$ cat config.mk
export PLATFORM = sky130hd
export DESIGN_NAME = sync_filter
export DESIGN_NICKNAME = d
export VERILOG_FILES = /design/src/rtl/sync_filter.sv
export SDC_FILE = /design/constraint.sdc
export NUM_CORES = 1
export LEC_CHECK = 0
export CAP_MARGIN = 25
export CORE_AREA = 2 2 39 41
export DETAILED_ROUTE_END_ITERATION = 12
export DIE_AREA = 0 0 41 43
export PLACE_DENSITY = 0.35
export SLEW_MARGIN = 30
export SYNTH_ARGS = -nofsm -noshare
export SYNTH_HDL_FRONTEND = slang
export SYNTH_SLANG_ARGS = --single-unit
$ cat constraint.sdc
create_clock -name clk -period 1.4 [get_ports clk]
set_input_delay 0.28 -clock clk [delete_from_list [all_inputs] [get_ports clk]]
set_output_delay 0.28 -clock clk [all_outputs]
set_load 0.01 [all_outputs]
$ cat src/rtl/sync_filter.sv
// sync_filter: multi-channel conditioner for asynchronous single-bit inputs.
// Each channel passes through a STAGES-deep synchroniser and a stable-count
// glitch filter, and produces registered one-cycle rise/fall pulses on the
// filtered level.
// Optional build macro SYNC_FILTER_EVT_EN adds sticky per-channel event flags
// (evt) with a per-channel clear (evt_clr).
module sync_filter #(
  parameter int unsigned      WIDTH         = 1,
  parameter int unsigned      STAGES        = 2,
  parameter int unsigned      FILTER_CYCLES = 4,
  parameter logic [WIDTH-1:0] RESET_VAL     = {WIDTH{1'b0}}
) (
  input  logic             clk,
  input  logic             rst_n,
  input  logic [WIDTH-1:0] in,
`ifdef SYNC_FILTER_EVT_EN
  input  logic [WIDTH-1:0] evt_clr,
  output logic [WIDTH-1:0] evt,
`endif
  output logic [WIDTH-1:0] out,
  output logic [WIDTH-1:0] rise,
  output logic [WIDTH-1:0] fall
);

  localparam int unsigned      CNT_W    = $clog2(FILTER_CYCLES + 1);
  localparam logic [CNT_W-1:0] CNT_LAST = CNT_W'(FILTER_CYCLES - 1);
  localparam logic [CNT_W-1:0] CNT_ONE  = CNT_W'(1);

  // Reject configurations the structure cannot honour.
  if (STAGES < 2 || STAGES > 4) begin : g_bad_stages
    $error("sync_filter: STAGES must be in 2..4");
  end
  if (WIDTH == 0 || WIDTH > 32) begin : g_bad_width
    $error("sync_filter: WIDTH must be in 1..32");
  end
  if (FILTER_CYCLES == 0 || FILTER_CYCLES > 65535) begin : g_bad_filter
    $error("sync_filter: FILTER_CYCLES must be in 1..65535");
  end

  logic [STAGES-1:0][WIDTH-1:0] sync_q;
  logic [WIDTH-1:0]             sync_s;
  logic [WIDTH-1:0][CNT_W-1:0]  cnt_q, cnt_d;
  logic [WIDTH-1:0]             out_q, out_d;
  logic [WIDTH-1:0]             rise_q, rise_d;
  logic [WIDTH-1:0]             fall_q, fall_d;

  // Synchroniser chain: raw input lands directly in stage 0, no logic ahead of it.
  always_ff @(posedge clk) begin
    if (!rst_n) begin
      for (int k = 0; k < STAGES; k++) begin
        sync_q[k] <= RESET_VAL;
      end
    end else begin
      sync_q[0] <= in;
      for (int k = 1; k < STAGES; k++) begin
        sync_q[k] <= sync_q[k-1];
      end
    end
  end

  assign sync_s = sync_q[STAGES-1];

  // Per-channel stable-count filter; a pulse is produced on the same edge that updates out.
  always_comb begin
    out_d  = out_q;
    cnt_d  = cnt_q;
    rise_d = {WIDTH{1'b0}};
    fall_d = {WIDTH{1'b0}};
    for (int i = 0; i < WIDTH; i++) begin
      if (sync_s[i] == out_q[i]) begin
        // Any return to the current level restarts the count.
        cnt_d[i] = {CNT_W{1'b0}};
      end else if (cnt_q[i] == CNT_LAST) begin
        out_d[i]  = sync_s[i];
        cnt_d[i]  = {CNT_W{1'b0}};
        rise_d[i] = sync_s[i];
        fall_d[i] = ~sync_s[i];
      end else begin
        cnt_d[i] = cnt_q[i] + CNT_ONE;
      end
    end
  end

  // Filter state and edge pulse registers; reset discards any partial count silently.
  always_ff @(posedge clk) begin
    if (!rst_n) begin
      out_q  <= RESET_VAL;
      cnt_q  <= {(WIDTH*CNT_W){1'b0}};
      rise_q <= {WIDTH{1'b0}};
      fall_q <= {WIDTH{1'b0}};
    end else begin
      out_q  <= out_d;
      cnt_q  <= cnt_d;
      rise_q <= rise_d;
      fall_q <= fall_d;
    end
  end

  assign out  = out_q;
  assign rise = rise_q;
  assign fall = fall_q;

`ifdef SYNC_FILTER_EVT_EN
  logic [WIDTH-1:0] evt_q, evt_d;

  // Sticky event flags: a pulse in the current cycle sets, clear only wins when idle.
  always_comb begin
    evt_d = rise_q | fall_q | (evt_q & ~evt_clr);
  end

  // Event flag register.
  always_ff @(posedge clk) begin
    if (!rst_n) begin
      evt_q <= {WIDTH{1'b0}};
    end else begin
      evt_q <= evt_d;
    end
  end

  assign evt = evt_q;
`endif

endmodule

# == After elaboration in Yosys (flattened, before gate mapping) ==
# Cells that the tools add are included.
# op_classes
n_reduce_logical,3
bitwise,4
n_eq_ne,2
n_addsub,1
# ops
operator,n
3-bit OR reduction,2
1-bit NOT,4
"3-bit by 1-bit adder with 3-bit output, second input constant",1
"3-bit by 2-bit equality test with 1-bit output, second input constant",1
2-bit AND reduction,1
1-bit equality test,1
# word_totals
output_inout_bits,3
register_bits,8
input_bits,3

# == Depth between registers and ports, before layout ==
# Gate-level depths: netlist of the first run.
# depth
ltp_word,3
ltp_mapped,4

# == Least setup slack after synthesis of the first run ==
# Ideal clock, no wire load.
# synth_timing
path_type,flip-flop to flip-flop
from,register cnt_q[0] in the netlist's numbering
to,register cnt_q[2] in the netlist's numbering
slack_ns,0.322
t_arrival_ns,0.982
stages_incl_launch_ff,4
setup_time_ns,0.096
required_ns,1.304
path_buffers,0
path_cell_list,dfxtp_1 -> ha_1 -> ha_1 -> nor4b_1
# synth_via
elab_chain_len,2
word_cells_on_any_way,3
cone_classes,add/sub (1); eq/ne (1); reduce/logical (1)
# synth_rtl
element,line,text
"start, declared",42,"logic [WIDTH-1:0][CNT_W-1:0] cnt_q, cnt_d;"
"start signal, assigned",88,cnt_q <= {(WIDTH*CNT_W){1'b0}};
"start signal, assigned",93,cnt_q <= cnt_d;
"parallel branches: the longest is 2 deep, another holds 3-bit by 1-bit adder with 3-bit output",-,
# Several ways; the timed one is not identified.
# A chain may end at the register's enable or synchronous reset.

# == Final worst setup path of the first run ==
# layout_timing
from,"register rise_q, in the netlist rise"
to,output rise
# layout_rtl
element,line,text
"start, declared",44,"logic [WIDTH-1:0] rise_q, rise_d;"
"start signal, assigned",89,rise_q <= {WIDTH{1'b0}};
"start signal, assigned",94,rise_q <= rise_d;
"end, declared",21,"output logic [WIDTH-1:0] rise,"
# No word-level cell between the ends.

==> results of run 1 <==
-- stage by stage --
stage | instances | worst slack [ns] | hold slack (ns) | instance area, um^2
3_3_place_gp | 43 | 0.1804 | 0.4193 | 345.3
6_report | 46 | 0.05036 | 0.4307 | 366.6
5_1_grt | 46 | 0.01491 | 0.4545 | 366.6
2_1_floorplan | 22 | 0.3220 | 0.4017 | 275.3
3_5_place_dp | 43 | 0.1660 | 0.4281 | 345.3
4_1_cts | 46 | 0.04296 | 0.4356 | 366.6
-- sequential cells by signal (all words and copies together) (netlist names) --
name,flops
out,1
rise,1
fall,1
sync_q,1
sync_s,1
cnt_q,3
-- kinds of logic after synthesis --
| logic type | after synthesis |
|---|---|
| mux | 1 |
| xor+xnor | 1 |
| simple gates | 9 |
| flops | 8 |
| buf+inv | 1 |
| fa+ha+maj | 2 |
-- final cells by class --
cell class	instances	area (um^2)	area share (%)
Timing Repair Buffer	5	48.80	13.31
Tap cell	16	20.02	5.461
Inverter	1	3.754	1.024
Clock buffer	3	22.52	6.143
Multi-Input combinational cell	13	111.4	30.38
Sequential cell	8	160.2	43.69
-- Yosys cell counts --
library cell,count
sky130_fd_sc_hd__nor2b_1,1
sky130_fd_sc_hd__nor4b_1,2
sky130_fd_sc_hd__and4bb_2,1
sky130_fd_sc_hd__nand2_1,1
sky130_fd_sc_hd__ha_1,2
sky130_fd_sc_hd__nor3b_1,2
sky130_fd_sc_hd__mux2i_1,1
sky130_fd_sc_hd__inv_1,1
sky130_fd_sc_hd__dfxtp_1,8
sky130_fd_sc_hd__and2_1,2
sky130_fd_sc_hd__xnor2_1,1
-- routing by layer --
| layer | global-route usage [%] | routed length (um) | up-vias |
|---|---|---|---|
| met3 | 3.141 | 37 | 0 |
| met4 | 6.000 | 0 | 0 |
| met1 | 8.091 | 161 | 88 |
| met2 | 6.250 | 180 | 8 |
| met5 | 0 | 0 | - |
| li1 | - | - | 94 |
-- layout by cell type, fill, tap and decap left out --
cell type / synthesis / routed
sky130_fd_sc_hd__ha_1: 2 / 2
sky130_fd_sc_hd__dfxtp_1: 8 / 8
sky130_fd_sc_hd__nor4b_1: 2 / 2
sky130_fd_sc_hd__and4bb_2: 1 / 1
sky130_fd_sc_hd__clkbuf_4: 0 / 3
sky130_fd_sc_hd__dlygate4sd2_1: 0 / 1
sky130_fd_sc_hd__inv_1: 1 / 1
sky130_fd_sc_hd__and2_1: 2 / 2
sky130_fd_sc_hd__nor2b_1: 1 / 1
sky130_fd_sc_hd__xnor2_1: 1 / 1
sky130_fd_sc_hd__nand2_1: 1 / 1
sky130_fd_sc_hd__clkdlybuf4s50_1: 0 / 4
sky130_fd_sc_hd__nor3b_1: 2 / 2
sky130_fd_sc_hd__mux2i_1: 1 / 1
-- what timing repair did --
item | CTS | global route
setup buffers | 0 | 0
setup endpoints to repair | 1 | 0
gates resized for setup | 1 | 0
-- power by group --
part	switching [mW]	total (mW)	internal [mW]	leakage, nW
registers	0.00187	0.234	0.232	0.0649
clock network	0.0692	0.167	0.0975	0.0138
logic	0.00395	0.0129	0.00900	0.0560
-- how the worst min path moves through the flow --
stage	endpoint	slack, ns	startpoint
after detailed placement	cnt_q[0]	0.43	cnt_q[0]
after floorplan	sync_q[0]	0.40	rst_n
final	cnt_q[0]	0.43	cnt_q[0]
after global routing	cnt_q[0]	0.45	cnt_q[0]
after global placement	cnt_q[0]	0.42	cnt_q[0]
after CTS	cnt_q[0]	0.44	cnt_q[0]
==> impl_metrics.yaml, run 1 <==
outcome:
  result_of_the_run: "finished, final reports clean"
sta:
  final.period_utilization_pct: 96.40
  max_slew_margin_pct: 83.35
  tightest_slew_ns: 0.2462
  achievable_freq_mhz: 740.9
  timing.final.max_slew_violations: 0
  grt_setup_unrepaired: "no"
  fin_worst_skew_ns: 0.00007719
  setup-tns-final_ns: 0
  post-route-min-period_ns: 1.350
  timing.final.hold_violations: 0
  setup-violations-final: 0
worst_setup_path:
  sequence_of_cells_on_the_critical_path: "clkdlybuf4s50_1"
  worst_setup_path_endpoint: "rise"
  cp_startpoint: "rise"
  reg2regPathDepth: 3
  timing.critical_path.fanout_max: 1
  kind_of_capture_point_of_the_worst_setup_path: "output port"
  rrSetupSlack_ns: 0.25
  critical_path_class: "reg -> out"
  critical_path_cell_count: 1
  r2r-start: "cnt_q[0]"
  timing.critical_path.max_delay_family: "buffers and inverters"
  reg_to_reg_endpoint: "cnt_q[2]"
  worstPathBufferInverterCount: 1
  cpPeakStageDelay_ns: 0.52
  critical-path-slowest-cell: "sky130_fd_sc_hd__clkdlybuf4s50_1"
  worstSetupStartpointType: "register"
  cp.required_ns: 1.12
  timing.critical_path.arrival_ns: 1.07
global_routing:
  first_global_vias: 169
  grt_util_all_layers_pct: 6.036
  antenna_violations_before_repair: 0
  grt_max_degree: 8
  grt_overflow_total: 0
  grt_pass1_wl_um: 648
routing:
  wl_per_cell_um: 8.217
  detail_route.vias_per_cell: 4.130
  ant_nets: 0
  residual_drc_count: 0
  wirelength_um: 378
  drt-pass1-iter-count: 4
  num_vias: 190
  drt_iter0_drc: 4
power_and_ir_drop:
  power-per-cell-area_nw_per_um2: 1127
  vdd_ir_drop_max_mv: 0.3544
  total_power_mw: 0.4131
  p_leak_nw: 0.1348
die:
  fp-row-count: 14
  design.portCount: 6
  die-width_um: 41
  floorplan.initialDensity_pct: 19.89
  fp.dieArea_um2: 1763
  core_ar_um2: 1384
  die-height_um: 43
yosys:
  synthesis.nets: 27
  portion_of_the_post_synthesis_area_used_by_sequential_elements_pct: 58.18
  synth_area_in_adders_pct: 9.091
  synth_register_bits: 8
  yosys_warnings: 0
  synth_top_area_cell: "sky130_fd_sc_hd__dfxtp_1"
  synth_compound_area_share_pct: 0
  synthesized_area_divided_by_synthesized_cell_count_um2: 12.51
  mappedNetlistArea_um2: 275.3
  post_synth_inst_count: 22
  fraction_of_post_synthesis_cell_area_in_the_top_cell_type_by_area_pct: 58.18
  synthMuxAreaShare_pct: 3.636
  netlist-cell-type-count: 11
  synth-xor-area-share_pct: 3.182
  main_combinational_cell_family_by_area_after_synthesis: "simple AND/OR/NAND/NOR gates"
  synth-simple-area-share_pct: 24.55
  ys_top_cells_by_area: "sky130_fd_sc_hd__dfxtp_1 (58%), sky130_fd_sc_hd__ha_1 (9.1%), sky130_fd_sc_hd__nor4b_1 (6.4%), sky130_fd_sc_hd__nor3b_1 (5.5%), sky130_fd_sc_hd__and2_1 (4.5%)"
final_layout:
  fillerInstances: 149
  drive_gt1_share_pct: 13.33
  antenna_cells: 0
  final_net_count: 37
  utilization_pct: 26.49
  area_delta_synth_final_pct: 33.18
clock_network:
  cts_tree: "done"
  buffer_cell_driving_the_clock_tree_root: "sky130_fd_sc_hd__clkbuf_4"
  tritoncts_num_sinks: 8
  postCtsHoldBufs: 0
  clk_pin_slew_ns: 0.05
  ctsHtreeMaxLevel: 1
  numCtsBuffers: 3
  clk-insertion-delay-late_ns: 0.24
  cts-root-to-sink-buffers: 2
place:
  gp_routability_congestion: 0.6279
  numPortBuffers: 5
worst_hold_path:
  min_path_cells: 1
  min_path_type: "reg -> reg"
flow_run:
  max-cap-violations: 0
No activity file was read; power rests on OpenSTA's default activity.
==> run 2: changes to the inputs <==
--- a/config.mk
+++ b/config.mk
@@ -10,6 +10,7 @@
 export DETAILED_ROUTE_END_ITERATION = 12
 export DIE_AREA = 0 0 41 43
 export PLACE_DENSITY = 0.35
+export SETUP_SLACK_MARGIN = 0.4
 export SLEW_MARGIN = 30
 export SYNTH_ARGS = -nofsm -noshare
 export SYNTH_HDL_FRONTEND = slang
==> run 2 against run 1 <==
Clock skew grew 0.0022 ns. Design area increased by 26%. Sequential share of layout area shrank 7.8 points. Sequential power about the same. Register-to-register slack improved by 0.12 ns. Wire length is 33% higher.
==> impl_metrics.yaml, run 2 (synthesis results as in run 1) <==
routing:
  ant_nets: 0
  detail_route.vias_per_cell: 4.020
  wl_per_cell_um: 10.29
  num_vias: 197
  drt_iter0_drc: 0
  residual_drc_count: 0
  wirelength_um: 504
  drt-pass1-iter-count: 1
power_and_ir_drop:
  netSwitchingPower_mw: 0.08067
  cellInternalPower_mw: 0.3424
  netSwitchingFraction_pct: 19.07
  vdd_ir_drop_max_mv: 0.3664
  p_leak_nw: 0.1645
  p_clk_share_pct: 40.0
  power.share.sequential_pct: 55.6
  power-per-cell-area_nw_per_um2: 918.8
  combinationalPowerShare_pct: 4.4
worst_setup_path:
  critical_path_class: "reg -> reg"
  cell_repeated_most_along_the_worst_path: "sky130_fd_sc_hd__ha_4"
  timing.critical_path.max_delay_family: "adder cells"
  critical-path-slowest-cell: "sky130_fd_sc_hd__dfxtp_2"
  reg_to_reg_endpoint: "cnt_q[2]"
  timing.critical_path.fanout_max: 2
  worstSetupStartpointType: "register"
  reg2regPathDepth: 3
  sequence_of_cells_on_the_critical_path: "ha_4 > ha_4 > nor4b_4"
  cpPeakStageDelay_ns: 0.33
  cp.required_ns: 1.56
  kind_of_capture_point_of_the_worst_setup_path: "register"
  r2r-start: "cnt_q[0]"
  timing.critical_path.arrival_ns: 1.20
  rrSetupSlack_ns: 0.37
  worstPathBufferInverterCount: 0
sta:
  post-route-worst-setup-slack_ns: 0.3691
  max_slew_margin_pct: 82.05
  final.period_utilization_pct: 73.63
  post-route-min-period_ns: 1.031
  fin_hold_ws_ns: 0.4400
  achievable_freq_mhz: 970.1
  tightest_slew_ns: 0.2689
  setup-violations-final: 0
  timing.final.hold_violations: 0
  grt_setup_unrepaired: "yes"
  timing.final.max_slew_violations: 0
  fin_worst_skew_ns: 0.002310
  setup-tns-final_ns: 0
clock_network:
  numCtsBuffers: 3
  tritoncts_num_sinks: 8
  cts-root-to-sink-buffers: 2
  cts_tree: "done"
  ctsHtreeMaxLevel: 1
  clk_pin_slew_ns: 0.05
  buffer_cell_driving_the_clock_tree_root: "sky130_fd_sc_hd__clkbuf_4"
  clk-insertion-delay-late_ns: 0.25
  postCtsHoldBufs: 0
outcome:
  result_of_the_run: "finished, final reports clean"
die:
  floorplan.initialDensity_pct: 19.89
  die-height_um: 43
  fp.dieArea_um2: 1763
  design.portCount: 6
  die-width_um: 41
  fp-row-count: 14
  core_ar_um2: 1384
global_routing:
  grt_pass1_wl_um: 800
  grt_max_degree: 8
  grt_util_all_layers_pct: 8.149
  first_global_vias: 191
  antenna_violations_before_repair: 0
  grt_overflow_total: 0
place:
  gp_routability_congestion: 0.6814
  numPlacedInstances: 43
  dp_slack_ns: 0.1765
  numPortBuffers: 5
final_layout:
  utilization_pct: 33.27
  fillerInstances: 142
  seqCellArea_um2: 165.2
  antenna_cells: 0
  final_net_count: 40
  area_delta_synth_final_pct: 67.27
  multi_input_area_um2: 181.4
  max_flop_register: "cnt_q"
  instances_no_fill: 49
  drive_gt1_share_pct: 60.61
  layout_common_cells: "sky130_fd_sc_hd__dfxtp_2 (4), sky130_fd_sc_hd__dfxtp_1 (4), sky130_fd_sc_hd__clkbuf_4 (3)"
  largest_register_ff_count: 3
worst_hold_path:
  worstHoldStart: "sync_q[0]"
  worst_hold_path_endpoint: "sync_s"
  min_path_type: "reg -> reg"
  min_path_cells: 1
flow_run:
  max-cap-violations: 0
-- run 2: routing by layer --
layer / part of all wire [%] / up-vias / global-route usage (%)
li1: - / 99 / -
met1: 39 / 93 / 8.414
met2: 55 / 5 / 8.750
met3: 5.6 / 0 / 6.283
met4: 0 / 0 / 10.00
met5: 0 / - / 0
-- run 2: power by group through the flow --
stage / Sequential (mW) / Clock, mW / Combinational (mW)
after floorplan: 0.238 / 0 / 0.00538
after global placement: 0.238 / 0 / 0.0132
after detailed placement: 0.238 / 0 / 0.0132
after CTS: 0.235 / 0.179 / 0.0176
after global routing: 0.235 / 0.200 / 0.0202
final: 0.235 / 0.169 / 0.0186
-- run 2: worst max path at each step --
stage                        start  endpoint  slack [ns]  depth (start not counted)
after floorplan           cnt_q[0]  cnt_q[2]        0.40                          3
after global placement         out       out        0.18                          1
after detailed placement     rst_n  cnt_q[0]        0.18                          2
after CTS                      out       out        0.34                          1
after global routing      cnt_q[0]      fall        0.31                          4
final                     cnt_q[0]  cnt_q[2]        0.37                          3
-- run 2: final cells by class --
| cell class | count | area share [%] |
|---|---|---|
| flip-flops and latches | 8 | 35.87 |
| multi-input cells | 13 | 39.40 |
| inverters | 1 | 0.8152 |
| repair buffers | 8 | 14.67 |
| clock buffers | 3 | 4.891 |
| well taps | 16 | 4.348 |
-- run 2: stage by stage --
stage                     cell area (um^2)  total power, mW
after floorplan                      290.3           0.2432
after global placement               360.3           0.2513
after detailed placement             360.3           0.2515
after CTS                            434.2           0.4320
after global routing                 460.4           0.4553
final                                460.4           0.4230
-- run 2: timing repair --
item / CTS / global route
resized for setup: 19 / 6
pin swaps: 3 / 5
setup endpoints to repair: 8 / 7
buffers inserted: 2 / 1
gates cloned: 0 / 0
==> run 3: changes to the inputs <==
==> constraint.sdc (replaced) <==
create_clock -name clk -period 1.1 [get_ports clk]
set_input_delay 0.22 -clock clk [delete_from_list [all_inputs] [get_ports clk]]
set_output_delay 0.22 -clock clk [all_outputs]
set_load 0.01 [all_outputs]
==> run 3 against run 2 <==
Worst hold slack got worse by 0.018 ns. Largest power group unchanged. Via count decreased by 8.6%. Critical path type unchanged. Total power grew 29%. Final cell count shrank 4.1%. Critical endpoint is now cnt_q[1]. Flip-flop and latch count unchanged. Largest cell class unchanged. Utilization fell by 0.90 points.
==> impl_metrics.yaml, run 3 (synthesis results as in run 1) <==
outcome:
  result_of_the_run: "finished, final reports clean"
place:
  dp_slack_ns: -0.02819
  numPlacedInstances: 44
  detailedPlacementHpwl_um: 320.2
  gp_routability_congestion: 0.5779
  numPortBuffers: 5
die:
  die-height_um: 43
  design.portCount: 6
  fp.dieArea_um2: 1763
  fp-row-count: 14
  floorplan.initialDensity_pct: 19.89
  die-width_um: 41
  core_ar_um2: 1384
final_layout:
  layout_common_cells: "sky130_fd_sc_hd__dfxtp_2 (4), sky130_fd_sc_hd__dfxtp_1 (4), sky130_fd_sc_hd__clkbuf_4 (3)"
  fillerInstances: 141
  instances_no_fill: 47
  largest_register_ff_count: 3
  antenna_cells: 0
  max_flop_register: "cnt_q"
  final_net_count: 38
  area_delta_synth_final_pct: 62.73
  drive_gt1_share_pct: 64.52
routing:
  drt-pass1-iter-count: 2
  ant_nets: 0
  num_vias: 180
  detail_route.vias_per_cell: 3.830
  wl_per_cell_um: 9.553
  residual_drc_count: 0
  wirelength_um: 449
  drt_iter0_drc: 1
clock_network:
  clk_pin_slew_ns: 0.06
  buffer_cell_driving_the_clock_tree_root: "sky130_fd_sc_hd__clkbuf_4"
  tritoncts_num_sinks: 8
  clk-insertion-delay-late_ns: 0.25
  numCtsBuffers: 3
  cts-root-to-sink-buffers: 2
  cts_tree: "done"
  ctsHtreeMaxLevel: 1
global_routing:
  grt_max_degree: 8
  grt_pass1_wl_um: 752
  antenna_violations_before_repair: 0
  first_global_vias: 172
  grt_overflow_total: 0
  grt_util_all_layers_pct: 7.460
worst_setup_path:
  timing.critical_path.arrival_ns: 1.17
  cp.required_ns: 1.24
  worstSetupStartpointType: "register"
  kind_of_capture_point_of_the_worst_setup_path: "register"
  timing.critical_path.fanout_max: 4
  critical_path_class: "reg -> reg"
sta:
  tightest_slew_ns: 0.2153
  grt_setup_unrepaired: "yes"
  timing.final.max_slew_violations: 0
  setup-violations-final: 0
  post-route-worst-setup-slack_ns: 0.06702
  max_slew_margin_pct: 85.65
  timing.final.hold_violations: 0
  post-route-min-period_ns: 1.033
  achievable_freq_mhz: 968.1
  fin_worst_skew_ns: 0.004813
  final.period_utilization_pct: 93.91
  fin_hold_ws_ns: 0.4223
flow_run:
  max-cap-violations: 0
worst_hold_path:
  min_path_type: "reg -> reg"
power_and_ir_drop:
  p_leak_nw: 0.1547
  vdd_ir_drop_max_mv: 0.5436
  power-per-cell-area_nw_per_um2: 1218
  total_power_mw: 0.5456
==> run 3: layout make-up <==
type	count	area (um^2)	area share (%)
well taps	16	20.02	4.469
repair buffers	6	47.55	10.61
clock buffers	3	22.52	5.028
inverters	1	3.754	0.8380
flip-flops and latches	8	165.2	36.87
multi-input cells	13	188.9	42.18
==> run 3: through the flow <==
step                      util, %  TNS [ns]  instance area, um^2
after floorplan                 -         0                336.6
after detailed placement    29.93  -0.08341                414.1
final                       32.37         0                447.9
after global routing        32.37         0                447.9
after CTS                   31.28         0                432.9
after global placement      29.93  -0.04684                414.1
==> run 3: power breakdown <==
| part | switching (mW) | internal, mW | total (mW) |
|---|---|---|---|
| clock network | 0.100 | 0.125 | 0.225 |
| registers | 0.00455 | 0.295 | 0.300 |
| logic | 0.00674 | 0.0143 | 0.0211 |
==> run 3: repair_timing <==
item / 4_1_cts / 5_1_grt
endpoints found under the hold margin: 0 / 0
gates resized for setup: 15 / 2
buffers inserted: 0 / 0
pin swaps: 3 / 0
setup endpoints to repair: 11 / 9
hold buffers: 0 / 0
==> run 3: layer usage <==
layer | track usage (%) | vias to the layer above | share of wire [%]
li1 | - | 95 | -
met1 | 9.772 | 79 | 50
met2 | 6.250 | 4 | 43
met3 | 3.141 | 2 | 3.8
met4 | 12.00 | 0 | 2.7
met5 | 0 | - | 0
==> run 3: critical path, stage by stage, from the launching register on <==
cell and delay (ns):
sky130_fd_sc_hd__dfxtp_2 0.32, sky130_fd_sc_hd__buf_4 0.15, sky130_fd_sc_hd__xnor2_4 0.19, sky130_fd_sc_hd__and4bb_2 0.25
==> run 3: final timing paths <==
kind	start	to	slack, ns	depth (start not counted)
max	out	cnt_q[1]	0.07	3
min	sync_q[0]	sync_s	0.42	1
max reg2reg	out	cnt_q[1]	0.07	3
min reg2reg	sync_q[0]	sync_s	0.42	1
